$ cat src/rtl/issue_scoreboard.sv
// Decode-to-execute issue stage: per-register pending-write counters gate RAW hazards,
// one-entry output register toward execute. Optional macro ISSUE_SCOREBOARD_BYPASS_EN.
module issue_scoreboard #(
  parameter int NREG   = 32,
  parameter int REG_W  = 5,
  parameter int CNT_W  = 2,
  parameter int DATA_W = 96
) (
  input  logic              clk,
  input  logic              reset,
  input  logic              in_valid,
  output logic              in_ready,
  input  logic [REG_W-1:0]  in_rs1,
  input  logic [REG_W-1:0]  in_rs2,
  input  logic              in_use_rs1,
  input  logic              in_use_rs2,
  input  logic [REG_W-1:0]  in_rd,
  input  logic              in_write_reg,
  input  logic              in_memory_read,
  input  logic [DATA_W-1:0] in_payload,
  output logic              out_valid,
  input  logic              out_ready,
  output logic [REG_W-1:0]  out_rd,
  output logic              out_write_reg,
  output logic              out_memory_read,
  output logic [DATA_W-1:0] out_payload,
  input  logic              wb_valid,
  input  logic [REG_W-1:0]  wb_rd,
  input  logic              flush,
  output logic              stall_raw
);

  localparam logic [CNT_W-1:0] CNT_MAX = '1;

  logic [CNT_W-1:0]  r_cnt     [NREG];
  logic [CNT_W-1:0]  w_cnt_nxt [NREG];

  logic              r_out_valid;
  logic [REG_W-1:0]  r_out_rd;
  logic              r_out_write_reg;
  logic              r_out_memory_read;
  logic [DATA_W-1:0] r_out_payload;

  logic [CNT_W-1:0]  w_cnt_rs1;
  logic [CNT_W-1:0]  w_cnt_rs2;
  logic [CNT_W-1:0]  w_cnt_rd;
  logic              w_byp_rs1;
  logic              w_byp_rs2;
  logic              w_busy_rs1;
  logic              w_busy_rs2;
  logic              w_raw;
  logic              w_sat;
  logic              w_fire;

  assign w_cnt_rs1 = r_cnt[in_rs1];
  assign w_cnt_rs2 = r_cnt[in_rs2];
  assign w_cnt_rd  = r_cnt[in_rd];

`ifdef ISSUE_SCOREBOARD_BYPASS_EN
  // Last outstanding writer retiring this cycle: the source is ready in time.
  assign w_byp_rs1 = wb_valid && (wb_rd == in_rs1) && (w_cnt_rs1 == CNT_W'(1));
  assign w_byp_rs2 = wb_valid && (wb_rd == in_rs2) && (w_cnt_rs2 == CNT_W'(1));
`else
  assign w_byp_rs1 = 1'b0;
  assign w_byp_rs2 = 1'b0;
`endif

  assign w_busy_rs1 = in_use_rs1 && (in_rs1 != '0) && (w_cnt_rs1 != '0) && !w_byp_rs1;
  assign w_busy_rs2 = in_use_rs2 && (in_rs2 != '0) && (w_cnt_rs2 != '0) && !w_byp_rs2;
  assign w_raw      = w_busy_rs1 || w_busy_rs2;
  assign w_sat      = in_write_reg && (in_rd != '0) && (w_cnt_rd == CNT_MAX);

  assign in_ready  = reset && !flush && !w_raw && !w_sat && (!r_out_valid || out_ready);
  assign w_fire    = in_valid && in_ready;
  assign stall_raw = in_valid && (w_raw || w_sat) && reset;

  // Net delta per register: issue adds one, writeback and squash each remove one.
  always_comb begin : p_cnt_nxt
    logic             w_inc;
    logic [1:0]       w_dec;
    logic [CNT_W:0]   w_up;
    logic [CNT_W:0]   w_dn;
    logic [CNT_W:0]   w_diff;
    w_inc  = 1'b0;
    w_dec  = '0;
    w_up   = '0;
    w_dn   = '0;
    w_diff = '0;
    for (int i = 0; i < NREG; i++) begin
      w_cnt_nxt[i] = r_cnt[i];
    end
    w_cnt_nxt[0] = '0;
    for (int i = 1; i < NREG; i++) begin
      w_inc  = w_fire && in_write_reg && (in_rd == REG_W'(i));
      w_dec  = 2'(wb_valid && (wb_rd == REG_W'(i)))
             + 2'(flush && r_out_valid && r_out_write_reg && (r_out_rd == REG_W'(i)));
      w_up   = {1'b0, r_cnt[i]} + (CNT_W+1)'(w_inc);
      w_dn   = (CNT_W+1)'(w_dec);
      w_diff = w_up - w_dn;
      if (w_up <= w_dn) begin
        w_cnt_nxt[i] = '0;
      end else if (w_diff > {1'b0, CNT_MAX}) begin
        w_cnt_nxt[i] = CNT_MAX;
      end else begin
        w_cnt_nxt[i] = w_diff[CNT_W-1:0];
      end
    end
  end

  always_ff @(posedge clk or negedge reset) begin
    if (!reset) begin
      for (int i = 0; i < NREG; i++) begin
        r_cnt[i] <= '0;
      end
    end else begin
      for (int i = 0; i < NREG; i++) begin
        r_cnt[i] <= w_cnt_nxt[i];
      end
    end
  end

  always_ff @(posedge clk or negedge reset) begin
    if (!reset) begin
      r_out_valid       <= 1'b0;
      r_out_rd          <= '0;
      r_out_write_reg   <= 1'b0;
      r_out_memory_read <= 1'b0;
      r_out_payload     <= '0;
    end else if (flush) begin
      r_out_valid <= 1'b0;
    end else if (w_fire) begin
      r_out_valid       <= 1'b1;
      r_out_rd          <= in_rd;
      r_out_write_reg   <= in_write_reg;
      r_out_memory_read <= in_memory_read;
      r_out_payload     <= in_payload;
    end else if (out_ready) begin
      r_out_valid <= 1'b0;
    end
  end

  assign out_valid       = r_out_valid;
  assign out_rd          = r_out_rd;
  assign out_write_reg   = r_out_write_reg;
  assign out_memory_read = r_out_memory_read;
  assign out_payload     = r_out_payload;

endmodule

$ cat config.mk
export PLATFORM = sky130hd
export DESIGN_NAME = issue_scoreboard
export DESIGN_NICKNAME = d
export VERILOG_FILES = /design/src/rtl/issue_scoreboard.sv
export SDC_FILE = /design/constraint.sdc
export NUM_CORES = 1
export LEC_CHECK = 0
export ABC_AREA = 1
export BUFFER_PORTS_ARGS = -buffer_cell sky130_fd_sc_hd__buf_2
export CORE_AREA = 2 2 136 238
export DETAILED_ROUTE_END_ITERATION = 8
export DIE_AREA = 0 0 138 240
export PLACE_DENSITY_LB_ADDON = 0.25
export SLEW_MARGIN = 5
export SYNTH_ARGS = -nofsm -noshare
export SYNTH_HDL_FRONTEND = slang
export SYNTH_SLANG_ARGS = --single-unit
export TNS_END_PERCENT = 10
$ cat constraint.sdc
create_clock -name clk -period 2.8 [get_ports clk]
set_input_delay 0.14 -clock clk [delete_from_list [all_inputs] [get_ports clk]]
set_output_delay 0.14 -clock clk [all_outputs]
set_load 0.02 [all_outputs]
==> impl_metrics.json <==
{
  "violations": "setup timing",
  "die_w_um": 138,
  "vias": 12500,
  "port_buffers": 231,
  "fin_cells": 2552,
  "yosys.area_share.simple_pct": 19.9,
  "tightest_slew_ns": 0.748,
  "synth_fp_nets": 1901,
  "fin_util_pct": 58.0,
  "pwr-share-comb_pct": 28.5,
  "firstDrtPassIters": 5,
  "yosysTopAreaCell": "dfrtp_1",
  "grt_pass1_wl_um": 69500,
  "seq_area_frac_synth_pct": 33.7,
  "synth_area_leaders": "dfrtp_1 (34%), ha_1 (13%), nand2_1 (10%), fa_1 (10%), inv_1 (9.2%)",
  "path_max_fanout": 8,
  "timing.rr.start": "r_cnt[25]$_DFF_PN0_",
  "finalSetupViolations": 62,
  "start_util_pct": 39.5,
  "gp_congestion": 1.02,
  "cts-root-buf": "clkbuf_16",
  "path_depth": 23,
  "path_buf_inv": 4,
  "synth_top_area_share_pct": 33.7,
  "busiest_layer": "met2",
  "grt_setup_unrepaired": "yes",
  "netlist_area_um2": 12300,
  "use_met3_pct": 4.78,
  "antenna_left": 0,
  "rrSetupSlack_ns": -0.86,
  "fmax_mhz": 273,
  "skew_ns": 0.0179,
  "synth_seq_cells": 166,
  "largest_reg_flops": 96,
  "crit_end": "r_cnt[41]$_DFF_PN0_",
  "multi_input_area_um2": 7510,
  "timing.slew.headroom_pct": 50.1,
  "dr.first_iter.drc_count": 547,
  "p_int_uw": 4820,
  "clockBufferDepth": 2,
  "max_stage_delay_ns": 0.45,
  "p_per_area_nw_per_um2": 428,
  "cap_violations": 0,
  "nets": 2454,
  "final.setup.tns_ns": -47.37,
  "slowest_stage": "fa_1",
  "drv_slew": 0,
  "grt_pass1_vias": 13100,
  "final_common_cell": "nand2_1",
  "place_ws_ns": -1.08,
  "critical-path-top-delay-family": "simple AND/OR/NAND/NOR gates",
  "clkLatencyLatePin_ns": 0.47,
  "worstPathCellList": "nor2_1 -> buf_4 -> nor2_2 -> nor2_1 -> nand2_1 -> nand2_1 -> nand2_1 -> nor2_2 -> nand2_1 -> nand3_1 -> nand2_2 -> nor2_4 -> nand4_1 -> buf_6 -> clkbuf_16 -> nor3_4 -> ha_2 -> inv_2 -> fa_1 -> or2_4 -> o21ai_2 -> o21ai_2 -> a21oi_2",
  "route.detailed.drc": 0,
  "placedCellCount": 2412,
  "syn_inst": 1589,
  "post-route-period-util_pct": 131,
  "fillers": 2838,
  "clock_power_share_pct": 32.8,
  "finalCriticalPeriod_ns": 3.66,
  "critPathLaunchType": "register",
  "htree_levels": 4,
  "switchingPower_uw": 2920,
  "critPathCaptureType": "register",
  "hold_path.class": "in2reg",
  "ys_warn_count": 0,
  "synth_xor_area_share_pct": 2.21,
  "grt.overflow.total": 0,
  "dp_hpwl_um": 34700,
  "post_drt_via_cell_ratio": 4.90,
  "critPathMostFrequentCell": "nand2_1",
  "holdWs_ns": 0.0441,
  "setup_ws_ns": -0.857,
  "cts_made_buffers": 17,
  "yosysUniqueCellTypes": 28,
  "startpoint": "r_cnt[25]$_DFF_PN0_",
  "post_drt_wl_per_cell_um": 17.8,
  "synth_adder_area_share_pct": 22.7,
  "cts.sinks": 166,
  "synth_compound_area_share_pct": 10.6,
  "hold_start": "in_rd[2]",
  "die_y_um": 240,
  "area.sequential_um2": 4160,
  "peakVddDrop_uv": 469,
  "io_pins": 232,
  "antenna_found_initial": 1,
  "core_um2": 31200,
  "p_seq_share_pct": 38.7,
  "worstPathArrival_ns": 4.04,
  "drive_above_1_share_pct": 31.6,
  "area_delta_synth_final_pct": 46.9,
  "use_met1_pct": 27.9,
  "rows": 86,
  "worstSetupPathType": "reg2reg",
  "grt.total_usage_pct": 27.2,
  "grt_max_degree": 113,
  "clkSlewWorstSetupHoldPaths_ns": 0.09,
  "die_area_um2": 33100,
  "use_met2_pct": 51.0,
  "synthMuxAreaShare_pct": 0,
  "wl_um": 45400,
  "switching_share_pct": 37.7,
  "worstPathRequired_ns": 3.18,
  "avgSynthCellArea_um2": 7.75,
  "worst_r2r_endpoint": "r_cnt[41]$_DFF_PN0_",
  "status": "finished with violations",
  "final_cell_mix": "nand2_1 (331), inv_1 (289), buf_2 (230), buf_4 (228), dfrtp_1 (163)",
  "reg2reg_depth": 23,
  "cts_tree": "yes",
  "leakagePower_uw": 0.00968,
  "synth_top_family_by_area": "adder cells",
  "finalHoldViolCount": 0
}
## layout make-up
class,count,area share (%)
Antenna cell,1,0.0138
Clock buffer,17,2.35
Clock inverter,15,1.13
Inverter,307,6.37
Multi-Input combinational cell,1076,41.5
Sequential cell,166,23.0
Tap cell,396,2.74
Timing Repair Buffer,574,22.9
## kinds of logic (layout without fill, tap and decap cells)
| logic type | count (synthesis) | in the layout |
|---|---|---|
| adder cells (fa/ha/maj) | 186 | 186 |
| AO/OA/AOI/OAI | 260 | 260 |
| XOR/XNOR | 31 | 31 |
| other | 0 | 1 |
| buffers and inverters | 347 | 913 |
| AND/OR/NAND/NOR | 599 | 599 |
| flip-flops | 166 | 166 |
## cell usage after synthesis
| cell type | n |
|---|---|
| nor3_1 | 35 |
| o21ai_0 | 87 |
| clkinv_1 | 1 |
| ha_1 | 124 |
| nor2_1 | 153 |
| buf_4 | 1 |
| nor3b_1 | 2 |
| nand3_2 | 1 |
| nand2_1 | 334 |
| nor4_1 | 4 |
| nand3_1 | 33 |
| or2_2 | 31 |
| nor2_2 | 3 |
| clkbuf_1 | 15 |
| buf_2 | 23 |
| inv_2 | 5 |
| dfrtp_1 | 166 |
| buf_1 | 1 |
| xnor2_1 | 31 |
| nor2b_1 | 1 |
| inv_1 | 301 |
| a21oi_1 | 69 |
| fa_1 | 62 |
| nand4_1 | 2 |
| o211ai_1 | 1 |
| o41ai_1 | 1 |
| o31ai_1 | 1 |
| o21ai_1 | 101 |
## power by group through the flow
stage               registers [µW]  logic [µW]  clock network (µW)
CTS                           2990        2160                2600
floorplan                     3520         562                   0
global placement              3020        2020                   0
finish                        3000        2210                2540
detailed placement            3030        2040                   0
global route                  3050        2370                2700
## worst min path at each step
stage / to / depth (start not counted) / slack [ns]
finish: out_rd[2]$_DFFE_PN0P_ / 4 / 0.04
global route: out_rd[2]$_DFFE_PN0P_ / 4 / 0.05
CTS: out_rd[2]$_DFFE_PN0P_ / 4 / 0.03
detailed placement: out_payload[33]$_DFFE_PN0P_ / 2 / 0.34
global placement: out_payload[33]$_DFFE_PN0P_ / 2 / 0.34
floorplan: out_memory_read$_DFFE_PN0P_ / 0 / -0.16
## stage by stage
step | area (µm²) | total power [µW]
6_report | 18100 | 7740
5_1_grt | 18100 | 8120
4_1_cts | 17500 | 7750
3_5_place_dp | 15700 | 5070
3_3_place_gp | 15700 | 5040
2_1_floorplan | 12400 | 4080
## per-layer routing
| layer | up-vias | routed length (µm) |
|---|---|---|
| li1 | 6075 | - |
| met1 | 5877 | 15900 |
| met2 | 420 | 24300 |
| met3 | 145 | 2260 |
| met4 | 0 | 2920 |
| met5 | - | 0 |
## tightest hold or removal path, stage by stage
cell,delay (ns)
buf_2,0.11
inv_1,0.06
buf_4,0.10
o21ai_1,0.06
## repair_timing
action | CTS | global route
gates cloned | 0 | 2
setup endpoints to repair | 62 | 64
buffers inserted | 0 | 7
pin swaps | 4 | 50
resized for setup | 53 | 167
endpoints found under the hold margin | 208 | 0
hold buffers | 100 | 0
(Power assumes the default switching activity.)
